===== src/rtl/ssf_ctrl_pkg.sv =====
// Shared definitions for the ssf stream controller: FSM state codes,
// core handshake codes and default widths/depths.
package ssf_ctrl_pkg;

    localparam int DEF_DATA_W        = 32;
    localparam int DEF_DEPTH         = 8;
    localparam int DEF_FRAME_LEN_W   = 16;
    localparam int DEF_DRAIN_TIMEOUT = 4096;

    // Controller states
    localparam logic [2:0] IDLE  = 3'd0;
    localparam logic [2:0] PRIME = 3'd1;
    localparam logic [2:0] RUN   = 3'd2;
    localparam logic [2:0] DRAIN = 3'd3;
    localparam logic [2:0] DONE  = 3'd4;

    // Core handshake codes; every other code is treated as idle
    localparam logic [1:0] REQ_FETCH = 2'd1;
    localparam logic [1:0] OUT_VALID = 2'd1;

endpackage


===== src/rtl/ssf_sync_fifo.sv =====
// Synchronous first-word fall-through FIFO. A push into a full FIFO is
// accepted only when a pop happens in the same cycle (occupancy unchanged).
// rdata reads as zero while the FIFO is empty.
module ssf_sync_fifo
    import ssf_ctrl_pkg::*;
#(
    parameter int DATA_W = DEF_DATA_W,
    parameter int DEPTH  = DEF_DEPTH
) (
    input  logic                       clk,
    input  logic                       rst_n,
    input  logic                       push,
    input  logic signed [DATA_W-1:0]   wdata,
    input  logic                       pop,
    output logic signed [DATA_W-1:0]   rdata,
    output logic                       full,
    output logic                       empty,
    output logic [$clog2(DEPTH):0]     count
);
    localparam int AW = $clog2(DEPTH);
    localparam logic [AW-1:0] PTR_ONE  = 1;
    localparam logic [AW:0]   CNT_ONE  = 1;
    localparam logic [AW:0]   CNT_FULL = (AW+1)'(DEPTH);

    logic signed [DATA_W-1:0] mem [DEPTH];
    logic [AW-1:0]            wr_ptr;
    logic [AW-1:0]            rd_ptr;
    logic                     do_push;
    logic                     do_pop;

    assign full    = (count == CNT_FULL);
    assign empty   = (count == '0);
    assign do_push = push && (!full || pop);
    assign do_pop  = pop && !empty;
    assign rdata   = empty ? '0 : mem[rd_ptr];

    // Storage write; data is not reset
    always_ff @(posedge clk) begin
        if (do_push) mem[wr_ptr] <= wdata;
    end

    // Pointer and occupancy tracking
    always_ff @(posedge clk or negedge rst_n) begin
        if (!rst_n) begin
            wr_ptr <= '0;
            rd_ptr <= '0;
            count  <= '0;
        end else begin
            if (do_push) wr_ptr <= wr_ptr + PTR_ONE;
            if (do_pop)  rd_ptr <= rd_ptr + PTR_ONE;
            case ({do_push, do_pop})
                2'b10:   count <= count + CNT_ONE;
                2'b01:   count <= count - CNT_ONE;
                default: count <= count;
            endcase
        end
    end

endmodule


===== src/rtl/ssf_stream_ctrl.sv =====
// Frame sequencer / flow controller for the ssfblackbox filter core.
// Buffers upstream samples, feeds them to the core on fetch requests,
// captures core results into a downstream output FIFO and runs one frame
// per start pulse with underrun/overflow flags.
// Optional macro SSF_CTRL_STATS_EN adds the lat_cycles latency port.
module ssf_stream_ctrl
    import ssf_ctrl_pkg::*;
#(
    parameter int DATA_W        = DEF_DATA_W,
    parameter int IN_DEPTH      = DEF_DEPTH,
    parameter int OUT_DEPTH     = DEF_DEPTH,
    parameter int FRAME_LEN_W   = DEF_FRAME_LEN_W,
    parameter int DRAIN_TIMEOUT = DEF_DRAIN_TIMEOUT
) (
    input  logic                       clk,
    input  logic                       rst_n,
    input  logic                       start,
    input  logic [FRAME_LEN_W-1:0]     frame_len,
    output logic                       busy,
    output logic                       done,
    output logic                       underrun,
    output logic                       overflow,
    input  logic                       s_valid,
    input  logic signed [DATA_W-1:0]   s_data,
    output logic                       s_ready,
    input  logic [1:0]                 bb_req,
    output logic signed [DATA_W-1:0]   bb_in,
    input  logic signed [DATA_W-1:0]   bb_out,
    input  logic [1:0]                 bb_out_en,
    output logic                       m_valid,
    output logic signed [DATA_W-1:0]   m_data,
    input  logic                       m_ready,
    output logic [FRAME_LEN_W-1:0]     in_count,
    output logic [FRAME_LEN_W-1:0]     out_count
`ifdef SSF_CTRL_STATS_EN
    ,
    output logic [FRAME_LEN_W-1:0]     lat_cycles
`endif
);
    localparam int TW = $clog2(DRAIN_TIMEOUT + 1);
    localparam logic [FRAME_LEN_W-1:0] LEN_ONE  = 1;
    localparam logic [TW-1:0]          TMR_ONE  = 1;
    localparam logic [TW-1:0]          TMR_LAST = TW'(DRAIN_TIMEOUT - 1);

    // Saturating counter increment (holds at all-ones)
    function automatic logic [FRAME_LEN_W-1:0] sat_inc(input logic [FRAME_LEN_W-1:0] v);
        return (v == '1) ? v : v + LEN_ONE;
    endfunction

    logic [2:0]                state;
    logic [FRAME_LEN_W-1:0]    len_q;
    logic [FRAME_LEN_W-1:0]    in_count_nxt;
    logic [TW-1:0]             drain_tmr;
    logic                      rdy_q;
    logic                      start_acc;
    logic                      fetch;
    logic                      cap_en;
    logic                      in_pop;
    logic                      in_full;
    logic                      in_empty;
    logic signed [DATA_W-1:0]  in_rdata;
    logic [$clog2(IN_DEPTH):0] in_level;
    logic                      out_pop;
    logic                      out_full;
    logic                      out_empty;
    logic [$clog2(OUT_DEPTH):0] out_level;
    logic                      unused_levels;

    assign unused_levels = ^{in_level, out_level};

    assign busy         = (state != IDLE);
    assign start_acc    = (state == IDLE) && start;
    assign s_ready      = rdy_q && !in_full;
    assign m_valid      = !out_empty;
    assign out_pop      = m_valid && m_ready;
    assign fetch        = (state == RUN) && (bb_req == REQ_FETCH) && (in_count < len_q);
    assign in_pop       = ((state == PRIME) || fetch) && !in_empty;
    assign in_count_nxt = fetch ? in_count + LEN_ONE : in_count;
    assign cap_en       = ((state == RUN) || (state == DRAIN)) && (bb_out_en == OUT_VALID);

    ssf_sync_fifo #(.DATA_W(DATA_W), .DEPTH(IN_DEPTH)) u_in_fifo (
        .clk   (clk),
        .rst_n (rst_n),
        .push  (s_valid && s_ready),
        .wdata (s_data),
        .pop   (in_pop),
        .rdata (in_rdata),
        .full  (in_full),
        .empty (in_empty),
        .count (in_level)
    );

    ssf_sync_fifo #(.DATA_W(DATA_W), .DEPTH(OUT_DEPTH)) u_out_fifo (
        .clk   (clk),
        .rst_n (rst_n),
        .push  (cap_en),
        .wdata (bb_out),
        .pop   (out_pop),
        .rdata (m_data),
        .full  (out_full),
        .empty (out_empty),
        .count (out_level)
    );

    // Upstream ready comes up one cycle after reset release
    always_ff @(posedge clk or negedge rst_n) begin
        if (!rst_n) rdy_q <= 1'b0;
        else        rdy_q <= 1'b1;
    end

    // Frame FSM: priming, sample issue, drain timer and completion pulse
    always_ff @(posedge clk or negedge rst_n) begin
        if (!rst_n) begin
            state     <= IDLE;
            len_q     <= '0;
            in_count  <= '0;
            bb_in     <= '0;
            underrun  <= 1'b0;
            done      <= 1'b0;
            drain_tmr <= '0;
        end else begin
            done <= 1'b0;
            case (state)
                IDLE: begin
                    if (start) begin
                        in_count <= '0;
                        underrun <= 1'b0;
                        if (frame_len == '0) begin
                            done <= 1'b1;
                        end else begin
                            len_q <= frame_len;
                            state <= PRIME;
                        end
                    end
                end
                PRIME: begin
                    // Preload the first sample so it is ready before the first request
                    if (!in_empty) begin
                        bb_in    <= in_rdata;
                        in_count <= LEN_ONE;
                        state    <= RUN;
                    end
                end
                RUN: begin
                    drain_tmr <= '0;
                    if (fetch) begin
                        bb_in <= in_rdata;
                        if (in_empty) underrun <= 1'b1;
                    end
                    in_count <= in_count_nxt;
                    if (in_count_nxt == len_q) state <= DRAIN;
                end
                DRAIN: begin
                    if ((out_count >= len_q) || (drain_tmr == TMR_LAST)) begin
                        state <= DONE;
                        done  <= 1'b1;
                    end else begin
                        drain_tmr <= drain_tmr + TMR_ONE;
                    end
                end
                DONE:    state <= IDLE;
                default: state <= IDLE;
            endcase
        end
    end

    // Result capture accounting; dropped results still count
    always_ff @(posedge clk or negedge rst_n) begin
        if (!rst_n) begin
            out_count <= '0;
            overflow  <= 1'b0;
        end else if (start_acc) begin
            out_count <= '0;
            overflow  <= 1'b0;
        end else if (cap_en) begin
            out_count <= sat_inc(out_count);
            if (out_full && !out_pop) overflow <= 1'b1;
        end
    end

`ifdef SSF_CTRL_STATS_EN
    logic lat_seen;

    // Cycles from entering RUN until the first captured result
    always_ff @(posedge clk or negedge rst_n) begin
        if (!rst_n) begin
            lat_cycles <= '0;
            lat_seen   <= 1'b0;
        end else if (start_acc) begin
            lat_cycles <= '0;
            lat_seen   <= 1'b0;
        end else if (((state == RUN) || (state == DRAIN)) && !lat_seen) begin
            if (cap_en) lat_seen   <= 1'b1;
            else        lat_cycles <= sat_inc(lat_cycles);
        end
    end
`endif

endmodule


===== config.mk =====
export PLATFORM = sky130hd
export DESIGN_NAME = ssf_stream_ctrl
export DESIGN_NICKNAME = d
export VERILOG_FILES = /design/src/rtl/ssf_ctrl_pkg.sv /design/src/rtl/ssf_sync_fifo.sv /design/src/rtl/ssf_stream_ctrl.sv
export SDC_FILE = /design/constraint.sdc
export NUM_CORES = 1
export LEC_CHECK = 0
export CAP_MARGIN = 15
export CORE_MARGIN = 2
export CORE_UTILIZATION = 59
export DETAILED_ROUTE_END_ITERATION = 6
export PLACE_DENSITY_LB_ADDON = 0.15
export SLEW_MARGIN = 20
export SYNTH_ARGS = -nofsm -noshare
export SYNTH_HDL_FRONTEND = slang
export SYNTH_HIERARCHICAL = 1
export SYNTH_SLANG_ARGS = --single-unit

===== constraint.sdc =====
create_clock -name clk -period 6.9 [get_ports clk]
set_input_delay 1.035 -clock clk [delete_from_list [all_inputs] [get_ports clk]]
set_output_delay 1.035 -clock clk [all_outputs]
set_load 0.005 [all_outputs]

# After elaboration in Yosys (flattened, before gate mapping)
# Memories as Yosys holds them, arrays and structs flattened.
# Cells that the tools add are included.
[totals] register_bits=120 ramBits=512 inputBits=89 out_inout_bits=102 wordCells=136 memories=2
[op_classes] addsub=11 n_lt_le_gt_ge=2 n_eq_ne=23 mux=37 bitwise_logic=1 reduce_logical=44
[memory_table] memory="u_in_fifo.mem" depth=8 word_bits=32 read_ports=1 rd_clocked_by_memory_dff=0 write_ports=1 line_no="ssf_sync_fifo.sv:25" source="logic signed [DATA_W-1:0] mem [DEPTH];"
[memory_table] memory="u_out_fifo.mem" depth=8 word_bits=32 read_ports=1 rd_clocked_by_memory_dff=0 write_ports=1 line_no="ssf_sync_fifo.sv:25"
[ops] cell="$mux W32" count=4
[ops] cell="$mux W16" count=6
[ops] cell="$pmux W32 S2" count=1
[ops] cell="$pmux W16 S3" count=1
[ops] cell="$add A16 B1 Y16 const B" count=2
[ops] cell="$pmux W13 S2" count=1
[ops] cell="$eq A16 B16 Y1" count=1
[ops] cell="$eq A16 B16 Y1 const B" count=1
[ops] cell="$ge A16 B16 Y1" count=1
[ops] cell="$logic_not A16 Y1" count=1
[ops] cell="$lt A16 B16 Y1" count=1
[ops] cell="$pmux W4 S2" count=2
[ops] cell="$mux W3" count=5
[ops] cell="$ne A2 B2 Y1 const B" count=7
[ops] cell="$reduce_bool A2 Y1" count=7
[ops] cell="$add A13 B1 Y13 const B" count=1
[ops] cell="$eq A13 B12 Y1 const B" count=1
[ops] cell="$logic_and A1 B1 Y1" count=13
[ops] cell="$mux W1" count=13
[ops] cell="$mux W13" count=1
[ops] cell="$add A3 B1 Y3 const B" count=4
[ops] cell="$pmux W3 S4" count=1
[ops] cell="$reduce_and A3 Y1" count=3
[ops] cell="$add A4 B1 Y4 const B" count=2
[ops] cell="17 further kinds" count=38

# Logic depth before layout (Yosys ltp)
# Gate-level depths: netlist (run 1).
[logic_depth] word_depth=9 ltp_mapped=19 depth_no_buf=18

# Hierarchy
# Netlist (run 1), hierarchy kept.
[modules_own_cells] mod="ssf_sync_fifo" instances=2 cells_each=464 area_per_inst_um2=10311.1 seq_area_each_um2=7937.6
[modules_own_cells] mod="ssf_stream_ctrl" instances=1 cells_each=571 area_per_inst_um2=5720.5 seq_area_each_um2=2502.4

# Worst setup path after synthesis (run 1)
# No wires, ideal clock.
[synth_path] path_kind="reg-to-reg" start="reg in_count[11]" end="mem u_in_fifo/mem[0][0] (netlist name) (enable)" setup_time_ns=0.501 arrival_time_ns=5.386 t_required_ns=6.399 slack_ns=1.013 stages_incl_launch_ff=13 path_buffers=1 period_less_slack_ns=5.887 path_cell_list="dfrtp_1 > ha_1 > a21oi_1 > o21ai_0 > o21bai_1 > and3_1 > and3_1 > clkbuf_1 > inv_1 > a21oi_1 > o21a_4 > clkinv_4 > nor4_1"
[synth_via] elab_chain_cells=8
[synth_lines] element="from (decl)" line_no="ssf_stream_ctrl.sv:33" source="output logic [FRAME_LEN_W-1:0] in_count,"
[synth_lines] element="from (signal assigned)" line_no="ssf_stream_ctrl.sv:150" source="in_count <= in_count_nxt;"
[synth_lines] element="$lt A16 B16 Y1" line_no="ssf_stream_ctrl.sv:76" source="assign fetch = (state == RUN) && (bb_req == REQ_FETCH) && (in_count < len_q);"
[synth_lines] element="$logic_and A1 B1 Y1" line_no="ssf_stream_ctrl.sv:76"
[synth_lines] element="$logic_or A1 B1 Y1" line_no="ssf_stream_ctrl.sv:77" source="assign in_pop = ((state == PRIME) || fetch) && !in_empty;"
[synth_lines] element="$logic_and A1 B1 Y1" line_no="ssf_stream_ctrl.sv:77"
[synth_lines] element="net in_pop" line_no="ssf_stream_ctrl.sv:58" source="logic in_pop;"
[synth_lines] element="$logic_or A1 B1 Y1" line_no="ssf_sync_fifo.sv:33" source="assign do_push = push && (!full || pop);"
[synth_lines] element="$logic_and A1 B1 Y1" line_no="ssf_sync_fifo.sv:33"
[synth_lines] element="$mux W1" line_no="ssf_sync_fifo.sv:39" source="if (do_push) mem[wr_ptr] <= wdata;"
[synth_lines] element="$mux W1 (not written as such)" line_no="ssf_sync_fifo.sv:39"
[synth_lines] element="to (decl)" line_no="ssf_sync_fifo.sv:25"
# The timed path passes the listed nets, and every way through them passes these cells.

# Worst setup path after layout (run 1)
[layout_path] start="reg in_count[13]" end="mem u_in_fifo/mem[0][20] (netlist name) (enable)"
# Same word-level chain as after synthesis.

==> impl_results.rst, run 1 <==
.. list-table::
   :header-rows: 1

   * - Metric
     - Value
   * - Outcome
     - finished clean
   * - Worst endpoint required time
     - 7.12 ns
   * - Max transition margin
     - 0.240
   * - Number of nets with antenna violations after detailed routing
     - 0
   * - Placed Area
     - 29000 µm²
   * - RD Place Congestion
     - 0.875
   * - Critical path launch point type
     - register
   * - Overall global routing resource usage
     - 0.247
   * - Average wire length per cell after detail routing
     - 23.5 µm
   * - Synthesized net count
     - 1632
   * - Share of synthesized area spent on multiplexers
     - 0.158
   * - CP Capture Type
     - register
   * - Post-CTS clock slew at the launch and capture registers of the worst setup and hold paths
     - 0.06 ns
   * - Total chip power
     - 0.0121 W
   * - Post-synthesis sequential element count
     - 632
   * - Synth area leader
     - edfxtp_1
   * - Class of the most critical setup path
     - register to register
   * - Clock skew after layout
     - 0.0289 ns
   * - Achievable Freq
     - 211 MHz
   * - VDD IR-drop max
     - 0.314 mV
   * - Number of setup violations in the final report
     - 0
   * - Clock buffers created by TritonCTS
     - 66
   * - Simple-gate share of the synthesized area
     - 0.0598
   * - Number of hold-slack violations in the final timing report
     - 0
   * - Die Area
     - 46400 µm²
   * - DRC viols
     - 0
   * - Maximum number of pins on one net before global-route repair
     - 67
   * - Drt pass-1 iters
     - 5
   * - Portion of the post-synthesis area used by sequential elements
     - 0.698
   * - Leading cell type by number of instances after synthesis
     - edfxtp_1
   * - TNS Setup
     - 0 ns
   * - Average via count per standard cell
     - 5.96
   * - First-pass GRT wire length
     - 86800 µm
   * - CTS max path bufs
     - 3
   * - Via count of the first global-routing pass
     - 14600
   * - Post-synth cell types
     - 63
   * - Largest family of logic cells by synthesized area
     - multiplexers
   * - Post-synthesis instance area
     - 26300 µm²
   * - Total detailed-routing wirelength
     - 55600 µm
   * - Minimum clock period
     - 4.74 ns
   * - Root Driver
     - clkbuf_16
   * - Detailed placement HPWL
     - 33700 µm
   * - Number of synthesized flops with an enable pin
     - 512
   * - List of most frequent post-synthesis cells
     - edfxtp_1 (512), mux4_2 (128), dfrtp_1 (120), nor2_1 (115), mux2i_1 (68)
   * - Share of final-layout standard cells stronger than drive strength 1
     - 0.195
   * - Initial antenna violation count
     - 3
   * - Initial standard-cell utilization of the core
     - 0.597
   * - Number of gates given a new drive strength after cts
     - 0
   * - Max-slew violation count
     - 0
   * - Unrepaired setup endpoints after global routing
     - no
   * - Worst Setup Slack post-DPL
     - 2.22 ns
   * - Clk_lat worst skew
     - 0.59 ns
   * - Congestion Overflow GR
     - 0
   * - Final hold slack
     - 0.379 ns
   * - Total core area
     - 44100 µm²
   * - Post-route clock period utilization
     - 0.686
   * - Ranking of synthesized cells by area
     - edfxtp_1 (58%), dfrtp_1 (11%), mux4_2 (11%), mux2i_1 (2.6%), mux2_2 (2.3%)
   * - Area fraction of the dominant cell type after synthesis
     - 0.584
   * - # Max-Cap Violations
     - 0
   * - Maximum fanout encountered on the critical timing path
     - 26
   * - Y dimension of the die
     - 215 µm
   * - Post-CTS Hold Fix Bufs
     - 0
   * - Horizontal die dimension
     - 215 µm
   * - I/O pin count
     - 191
   * - Flip-flop cell with the highest count after synthesis
     - edfxtp_1
   * - DR iter-0 viols
     - 1351
   * - Hold Path Class
     - input port to asynchronous set/reset pin
   * - Placement row count
     - 77
   * - Post-Layout Inst Area
     - 31100 µm²
   * - Clk sink count
     - 632
   * - Share of flip-flops with an asynchronous set or reset
     - 0.190
   * - Total via count after detailed routing
     - 14100
   * - Setup ws final
     - 2.16 ns
   * - Post CTS Setup Buffer Count
     - 0
   * - Total number of yosys warnings
     - 6
   * - Post-synthesis instance total
     - 1499
   * - Data arrival time of the worst path
     - 4.96 ns
   * - Share of the synthesized area in compound gates (AO/OA/AOI/OAI)
     - 0.0254
   * - Number of levels in the clock H-tree
     - 3
   * - Post-synthesis share of cell area spent on full adders, half adders and majority gates
     - 0.0209
   * - Leak
     - 10.9 nW
   * - Number of nets in the layout
     - 1851
   * - Area added between synthesis and finish
     - 18.0%
   * - Count of port buffers added during placement
     - 190
   * - Transition at the pin with the smallest max-transition slack
     - 1.14 ns
   * - Fraction of synthesized cell area in xor and xnor cells
     - 0.0199
   * - Power per Cell Area
     - 390 nW/µm²
   * - Syn avg cell area
     - 17.6 µm²
   * - TritonCTS clock tree
     - yes
==> layout make-up <==
type                            count  area [µm²]
Timing Repair Buffer              218        2150
Fill cell                        2920       13000
Tap cell                          592         741
Clock buffer                       94        1890
Multi-Input combinational cell    770        7610
Inverter                           30         123
Sequential cell                   632       18400
Antenna cell                        1        2.50
Clock inverter                     28         169
==> routing by layer <==
| layer | vias to the layer above | GRT usage | part of all wire |
|---|---|---|---|
| met5 | - | 0 | 0.00041 |
| met4 | 4 | 0.0683 | 0.018 |
| met3 | 84 | 0.0483 | 0.060 |
| met2 | 399 | 0.408 | 0.51 |
| met1 | 7283 | 0.340 | 0.41 |
| li1 | 6328 | - | - |
==> kinds of logic (layout without fill, tap and decap cells) <==
family,Yosys count,in the layout
flip-flops,632,632
AND/OR/NAND/NOR,314,314
multiplexers,250,250
AO/OA/AOI/OAI,101,101
buffers and inverters,97,370
XOR/XNOR,60,60
adder cells (fa/ha/maj),44,44
other,1,2
==> flip-flops by register name (all words and copies together) (netlist names) <==
| signal | flops |
|---|---|
| bb_in | 32 |
| done | 1 |
| drain_tmr | 13 |
| in_count | 16 |
| len_q | 16 |
| out_count | 16 |
| overflow | 1 |
| rdy_q | 1 |
| state | 3 |
| u_in_fifo/count | 4 |
| u_in_fifo/mem | 256 |
| u_in_fifo/rd_ptr | 3 |
| u_in_fifo/wr_ptr | 3 |
| u_out_fifo/count | 4 |
| u_out_fifo/mem | 256 |
| u_out_fifo/rd_ptr | 3 |
| u_out_fifo/wr_ptr | 3 |
| underrun | 1 |
==> metrics by stage <==
stage / util / cells
after global routing: 0.704 / 2365
after detailed placement: 0.657 / 2242
after CTS: 0.704 / 2364
after floorplan: - / 1499
final: 0.704 / 2365
after global placement: 0.656 / 2240
==> where the power goes <==
part	internal [W]	switching, W	total (W)
combinational	0.00197	0.00174	0.00371
sequential	0.00461	0.000444	0.00506
clock	0.00193	0.00142	0.00335
total	0.00851	0.00360	0.0121
==> final timing paths <==
check,endpoint,slack [ns],from,cells after the start
worst max-delay path,u_in_fifo/mem[0][20],2.16,in_count[13],12
worst min-delay path,len_q[12],0.38,rst_n,1
worst max register to register,u_in_fifo/mem[0][20],2.16,in_count[13],12
worst min register to register,bb_in[2],0.50,bb_in[2],1
max in group asynchronous,u_in_fifo/rd_ptr[0],5.15,rst_n,2
min in group clk,bb_in[2],0.50,bb_in[2],1
==> worst max-delay path, stage by stage, from the launching register on <==
cell and delay [ns]:
dfrtp_1 0.46, ha_1 0.36, a211oi_1 0.21, nor2_1 0.07, nor2_1 0.28, and3_1 0.48
and3_1 0.47, inv_1 0.14, a21oi_1 0.35, o21a_4 0.24, clkinv_4 0.10, nor4_2 0.65
buf_4 0.53
==> layout by cell type, fill, tap and decap left out, types with 7 or more instances in the layout <==
cell,Yosys,final
xor2_1,35,35
buf_4,13,25
o211ai_1,7,7
and3_1,8,8
and2_1,7,7
nor4_1,9,7
nor2b_1,8,8
nor3_1,22,14
xnor2_1,25,25
inv_1,28,28
nand2b_1,13,13
nand2_1,54,54
nand3_1,25,25
nand4_1,23,23
nor2_1,115,109
nor3_2,0,7
dfrtp_1,120,114
mux4_2,128,128
clkbuf_8,0,7
clkdlybuf4s50_1,0,189
ha_1,44,44
edfxtp_1,512,512
o21ai_0,23,23
clkinv_1,0,7
clkbuf_16,0,69
mux2i_1,68,68
a21oi_1,25,24
clkinv_2,0,17
clkbuf_1,27,18
mux2_2,54,54
(Power assumes the default switching activity.)
==> run 2, diff against run 1 <==
--- a/config.mk
+++ b/config.mk
@@ -7,7 +7,7 @@
 export LEC_CHECK = 0
 export CAP_MARGIN = 15
 export CORE_MARGIN = 2
-export CORE_UTILIZATION = 59
+export CORE_UTILIZATION = 53
 export DETAILED_ROUTE_END_ITERATION = 6
 export PLACE_DENSITY_LB_ADDON = 0.15
 export SLEW_MARGIN = 20
==> constraint.sdc (replaced) <==
create_clock -name clk -period 4.1 [get_ports clk]
set_input_delay 0.615 -clock clk [delete_from_list [all_inputs] [get_ports clk]]
set_output_delay 0.615 -clock clk [all_outputs]
set_load 0.005 [all_outputs]
==> run 2 against run 1 <==
Effect of this change:
- wire length rose by 1.1%
- critical path depth increased by 5
- sequential share of layout area down 0.69 points
- die area up 11%
- flip-flop and latch count unchanged
- via count grew 0.92%
- fmax rose by 26%
- largest power group unchanged
- power grew 71%
- sequential power is 71% higher
- final cell count is 3.9% higher
==> impl_results.rst, run 2 (same netlist as run 1, synthesis figures left out) <==
.. list-table::
   :header-rows: 1

   * - Metric
     - Value
   * - CTS max path bufs
     - 3
   * - Number of setup violations in the final report
     - 0
   * - I/O pin count
     - 191
   * - DRC viols
     - 0
   * - Worst endpoint required time
     - 4.57 ns
   * - Post-CTS Hold Fix Bufs
     - 0
   * - RD Place Congestion
     - 0.904
   * - Initial standard-cell utilization of the core
     - 0.537
   * - Number of hold-slack violations in the final timing report
     - 0
   * - Transition at the pin with the smallest max-transition slack
     - 0.951 ns
   * - Slowest cell delay on critical path
     - 0.47 ns
   * - Count of port buffers added during placement
     - 190
   * - Setup ws final
     - 0.348 ns
   * - Area added between synthesis and finish
     - 19.4%
   * - CP Capture Type
     - register
   * - First-pass GRT wire length
     - 87200 µm
   * - TritonCTS clock tree
     - yes
   * - Hold Path Class
     - input port to asynchronous set/reset pin
   * - Horizontal die dimension
     - 227 µm
   * - Number of non-filler instances in the completed layout
     - 2457
   * - Y dimension of the die
     - 227 µm
   * - Number of cells in the design after placement
     - 2335
   * - Share of final-layout standard cells stronger than drive strength 1
     - 0.204
   * - Maximum fanout encountered on the critical timing path
     - 10
   * - Minimum clock period
     - 3.75 ns
   * - Max-slew violation count
     - 0
   * - Most common cell after layout, fill and taps aside
     - edfxtp_1
   * - Die Area
     - 51500 µm²
   * - Highest-delay cell along the critical path
     - dfrtp_1
   * - Sequential cell fraction of total power
     - 0.419
   * - Post-CTS clock slew at the launch and capture registers of the worst setup and hold paths
     - 0.06 ns
   * - Maximum number of pins on one net before global-route repair
     - 69
   * - Critical path launch point type
     - register
   * - Max transition margin
     - 0.366
   * - Class of the most critical setup path
     - register to register
   * - Post-route clock period utilization
     - 0.915
   * - Clock skew after layout
     - 0.0197 ns
   * - Achievable Freq
     - 267 MHz
   * - Final hold slack
     - 0.124 ns
   * - Top flop regs
     - u_in_fifo/mem (256), u_out_fifo/mem (256), bb_in (32)
   * - Switching power of the nets
     - 0.00618 W
   * - Data arrival time of the worst path
     - 4.22 ns
   * - TNS Setup
     - 0 ns
   * - Unrepaired setup endpoints after global routing
     - no
   * - Detailed placement HPWL
     - 34400 µm
   * - Via count of the first global-routing pass
     - 14800
   * - # Max-Cap Violations
     - 0
   * - DR iter-0 viols
     - 1065
   * - Fraction of power consumed by combinational cells
     - 0.301
   * - Total via count after detailed routing
     - 14200
   * - Cells along the critical path
     - ha_1 -> a21oi_1 -> a31oi_1 -> o21bai_1 -> and3_1 -> and3_1 -> inv_1 -> a21oi_1 -> o21a_4 -> clkinv_4 -> ha_1 -> xor2_1 -> ha_1 -> a21oi_1 -> xor2_1 -> nor2_1 -> xor2_1
   * - Buf/Inv on CP
     - 2
   * - Congestion Overflow GR
     - 0
   * - Power per Cell Area
     - 657 nW/µm²
   * - Total detailed-routing wirelength
     - 56200 µm
   * - Switching fraction of total power
     - 0.299
   * - Clock buffers created by TritonCTS
     - 67
   * - Placement row count
     - 81
   * - Total area of multi-input combinational cells
     - 7630 µm²
   * - Clk_lat worst skew
     - 0.60 ns
   * - Core utilization of the finished layout
     - 0.641
   * - Initial antenna violation count
     - 7
   * - Reg area
     - 18400 µm²
   * - Outcome
     - finished clean
   * - Average via count per standard cell
     - 5.79
   * - Commonest cells after routing, fill and taps aside
     - edfxtp_1 (512), clkdlybuf4s50_1 (189), mux4_2 (128), dfrtp_1 (114), nor2_1 (109)
   * - Worst Setup Slack post-DPL
     - 0.431 ns
   * - Number of gates given a new drive strength after cts
     - 0
   * - Number of nets with antenna violations after detailed routing
     - 0
   * - Top cell family by delay on the critical path
     - compound AO/OA/AOI/OAI gates
   * - Number of nets in the layout
     - 1873
   * - Clk sink count
     - 632
   * - Leak
     - 11.0 nW
   * - Internal Dissipation
     - 0.0145 W
   * - Root Driver
     - clkbuf_16
   * - # fillers
     - 3509
   * - VDD IR-drop max
     - 0.441 mV
   * - Drt pass-1 iters
     - 6
   * - Overall global routing resource usage
     - 0.227
   * - Total core area
     - 49100 µm²
   * - Fraction of power consumed by the clock network
     - 0.280
   * - Average wire length per cell after detail routing
     - 22.9 µm
   * - Number of levels in the clock H-tree
     - 3
   * - Post CTS Setup Buffer Count
     - 0
run 2: path summary, 6_finish.rpt:
check / start / to / slack (ns) / cells past startpoint
worst max register to register: in_count[7] / u_in_fifo/count[2] / 0.35 / 17
worst min-delay path: rst_n / len_q[9] / 0.12 / 1
worst max-delay path: in_count[7] / u_in_fifo/count[2] / 0.35 / 17
min in group clk: bb_in[4] / bb_in[4] / 0.51 / 1
max in group asynchronous: rst_n / bb_in[18] / 2.81 / 2
worst min register to register: bb_in[4] / bb_in[4] / 0.51 / 1
run 2: metrics by stage:
step | instance area [µm²] | total power [W]
6_report | 31400 | 0.0207
5_1_grt | 31400 | 0.0218
4_1_cts | 31400 | 0.0209
3_5_place_dp | 29300 | 0.0151
3_3_place_gp | 29300 | 0.0150
2_1_floorplan | 26400 | 0.0126
run 2: final cells by class:
cell class | instances | area share
well taps | 664 | 0.0264
clock buffers | 83 | 0.0582
diodes | 1 | 0.0000796
multi-input cells | 770 | 0.243
flip-flops and latches | 632 | 0.585
repair buffers | 239 | 0.0749
clock inverters | 38 | 0.00911
inverters | 30 | 0.00390
run 2: power by group through the flow:
stage	sequential, W	combinational, W	clock [W]
4_1_cts	0.00868	0.00632	0.00592
6_report	0.00866	0.00623	0.00578
5_1_grt	0.00879	0.00682	0.00616
3_3_place_gp	0.00875	0.00624	0
2_1_floorplan	0.00827	0.00428	0
3_5_place_dp	0.00880	0.00629	0
run 2: per-layer routing:
layer,global-route usage,wire length [µm]
met1,0.321,24600
met2,0.361,26900
met3,0.0503,3460
met4,0.0620,1220
met5,0,70
==> run 3, diff against run 2 <==
--- a/config.mk
+++ b/config.mk
@@ -7,7 +7,7 @@
 export LEC_CHECK = 0
 export CAP_MARGIN = 15
 export CORE_MARGIN = 2
-export CORE_UTILIZATION = 53
+export CORE_UTILIZATION = 50
 export DETAILED_ROUTE_END_ITERATION = 6
 export PLACE_DENSITY_LB_ADDON = 0.15
 export SLEW_MARGIN = 20
==> run 3 against run 2 <==
Effect of this change:
- worst hold slack worse by 0.0024 ns
- first-iteration DRC count fell by 18%
- global-route usage down 1.2 points
- final cell count up 1.0%
- wire length is 1.2% higher
- via count decreased by 0.51%
- sequential power barely moved
- non-clock buffer count shrank 2
- core utilization decreased by 3.9 points
- power rose by 0.60%
- register-to-register slack worse by 0.07 ns
- largest cell class unchanged
- largest power group unchanged
==> impl_results.rst, run 3 (same netlist as run 1, synthesis figures left out) <==
.. list-table::
   :header-rows: 1

   * - Metric
     - Value
   * - TNS Setup
     - 0 ns
   * - Worst endpoint required time
     - 4.56 ns
   * - DR iter-0 viols
     - 876
   * - Total core area
     - 52300 µm²
   * - Achievable Freq
     - 262 MHz
   * - # Max-Cap Violations
     - 0
   * - Highest-delay cell along the critical path
     - dfrtp_1
   * - Overall global routing resource usage
     - 0.214
   * - Number of nets with antenna violations after detailed routing
     - 0
   * - Total via count after detailed routing
     - 14200
   * - Maximum fanout encountered on the critical timing path
     - 8
   * - # fillers
     - 3869
   * - Cells along the critical path
     - ha_1 -> a21oi_1 -> o21ai_0 -> o21bai_1 -> and3_1 -> and3_1 -> inv_1 -> a21oi_1 -> o21a_4 -> clkinv_4 -> ha_1 -> xor2_1 -> ha_1 -> a21oi_1 -> xor2_1 -> nor2_1 -> xor2_1
   * - Power per Cell Area
     - 659 nW/µm²
   * - Hold Path Class
     - input port to asynchronous set/reset pin
   * - Die Area
     - 54500 µm²
   * - Top cell family by delay on the critical path
     - compound AO/OA/AOI/OAI gates
   * - DRC viols
     - 0
   * - First-pass GRT wire length
     - 87300 µm
   * - Outcome
     - finished clean
   * - Clk sink count
     - 632
   * - Root Driver
     - clkbuf_16
   * - Data arrival time of the worst path
     - 4.28 ns
   * - Average via count per standard cell
     - 5.70
   * - Post-CTS Hold Fix Bufs
     - 0
   * - Y dimension of the die
     - 234 µm
   * - I/O pin count
     - 191
   * - Buf/Inv on CP
     - 2
   * - Initial antenna violation count
     - 6
   * - Minimum clock period
     - 3.82 ns
   * - Max transition margin
     - 0.407
   * - Number of gates given a new drive strength after cts
     - 0
   * - Drt pass-1 iters
     - 5
   * - Slowest cell delay on critical path
     - 0.48 ns
   * - Total detailed-routing wirelength
     - 56900 µm
   * - Count of port buffers added during placement
     - 190
   * - Congestion Overflow GR
     - 0
   * - Number of levels in the clock H-tree
     - 3
   * - Most common cell after layout, fill and taps aside
     - edfxtp_1
   * - Unrepaired setup endpoints after global routing
     - no
   * - Via count of the first global-routing pass
     - 14400
   * - Initial standard-cell utilization of the core
     - 0.503
   * - Clk_lat worst skew
     - 0.60 ns
   * - Average wire length per cell after detail routing
     - 22.9 µm
   * - Cell count of the worst reg-to-reg path
     - 17
   * - Max-slew violation count
     - 0
   * - Horizontal die dimension
     - 234 µm
   * - Detailed placement HPWL
     - 34800 µm
   * - Share of final-layout standard cells stronger than drive strength 1
     - 0.201
   * - CTS max path bufs
     - 3
   * - Total area of multi-input combinational cells
     - 7630 µm²
   * - Area added between synthesis and finish
     - 19.7%
   * - Placement row count
     - 84
   * - Number of nets in the layout
     - 1872
   * - RD Place Congestion
     - 0.911
   * - Transition at the pin with the smallest max-transition slack
     - 0.890 ns
   * - TritonCTS clock tree
     - yes
   * - Class of the most critical setup path
     - register to register
   * - VDD IR-drop max
     - 0.412 mV
   * - CP Capture Type
     - register
   * - Post-CTS clock slew at the launch and capture registers of the worst setup and hold paths
     - 0.06 ns
   * - Clock skew after layout
     - 0.0228 ns
   * - Clock buffers created by TritonCTS
     - 68
   * - Leak
     - 11.0 nW
   * - Critical path launch point type
     - register
   * - Post CTS Setup Buffer Count
     - 0
   * - Maximum number of pins on one net before global-route repair
     - 93
   * - Reg area
     - 18400 µm²
   * - Number of hold-slack violations in the final timing report
     - 0
   * - Commonest cells after routing, fill and taps aside
     - edfxtp_1 (512), clkdlybuf4s50_1 (189), mux4_2 (128), dfrtp_1 (114), nor2_1 (109)
   * - Post-route clock period utilization
     - 0.932
   * - Cell depth of the worst setup path
     - 17
   * - Top flop regs
     - u_in_fifo/mem (256), u_out_fifo/mem (256), bb_in (32)
   * - Number of setup violations in the final report
     - 0
   * - Core utilization of the finished layout
     - 0.602
[run 3: changes by cell type in the layout (fill, tap and decap cells not counted), moves of 3 or more]
| cell | change |
|---|---|
| buf_4 | -6 |
| clkbuf_1 | +5 |
| buf_12 | +3 |
| bufinv_16 | +3 |
| clkinvlp_4 | -3 |
| diode_2 | +3 |
[run 3: cell type report]
class,count,area share
tap,688,0.0273
sequential,632,0.583
timing repair buffer,237,0.0755
multi-input combinational,770,0.242
antenna,4,0.000317
clock inverter,35,0.0104
inverter,30,0.00389
clock buffer,86,0.0574
[run 3: power by group]
part	internal, W	leakage, nW	total [W]	switching (W)
clock network	0.00345	1.04	0.00586	0.00241
registers	0.00776	6.13	0.00867	0.000911
logic	0.00342	3.86	0.00626	0.00283
total	0.0146	11.0	0.0208	0.00616
[run 3: path summary, 6_finish.rpt]
| check | to | slack, ns | start |
|---|---|---|---|
| setup / recovery | u_in_fifo/count[2] | 0.28 | in_count[11] |
| hold / removal | len_q[10] | 0.12 | rst_n |
| setup reg to reg | u_in_fifo/count[2] | 0.28 | in_count[11] |
| hold reg to reg | bb_in[7] | 0.50 | bb_in[7] |
| max in group asynchronous | bb_in[14] | 2.97 | rst_n |
| min in group clk | bb_in[7] | 0.50 | bb_in[7] |
[run 3: metal layers]
layer | routed length, µm | global-route usage | part of all wire
met1 | 25200 | 0.306 | 0.44
met2 | 27300 | 0.334 | 0.48
met3 | 3080 | 0.0410 | 0.054
met4 | 1210 | 0.0714 | 0.021
met5 | 13 | 0 | 0.00023
[run 3: worst reg2reg max path, delay by kind of cell, from the launching register on]
kind                       cells  cell delay, ns
AOI/OAI and AO/OA              6            1.23
xor gates and xnor gates       3            0.46
DFF                            1            0.48
adders and majority gates      3            0.86
and+or+nand+nor                3            0.49
buffers and inverters          2            0.17
[run 3: per-stage QoR]
stage / worst slack [ns] / cell area (µm²) / std cells / power, W / hold WS [ns]
floorplan: -0.926 / 26400 / 1499 / 0.0126 / 0.319
global placement: 0.423 / 29400 / 2357 / 0.0151 / 0.487
detailed placement: 0.369 / 29400 / 2357 / 0.0152 / 0.494
CTS: 0.339 / 31500 / 2478 / 0.0211 / 0.147
global route: 0.0948 / 31500 / 2480 / 0.0219 / 0.184
finish: 0.279 / 31500 / 2482 / 0.0208 / 0.122
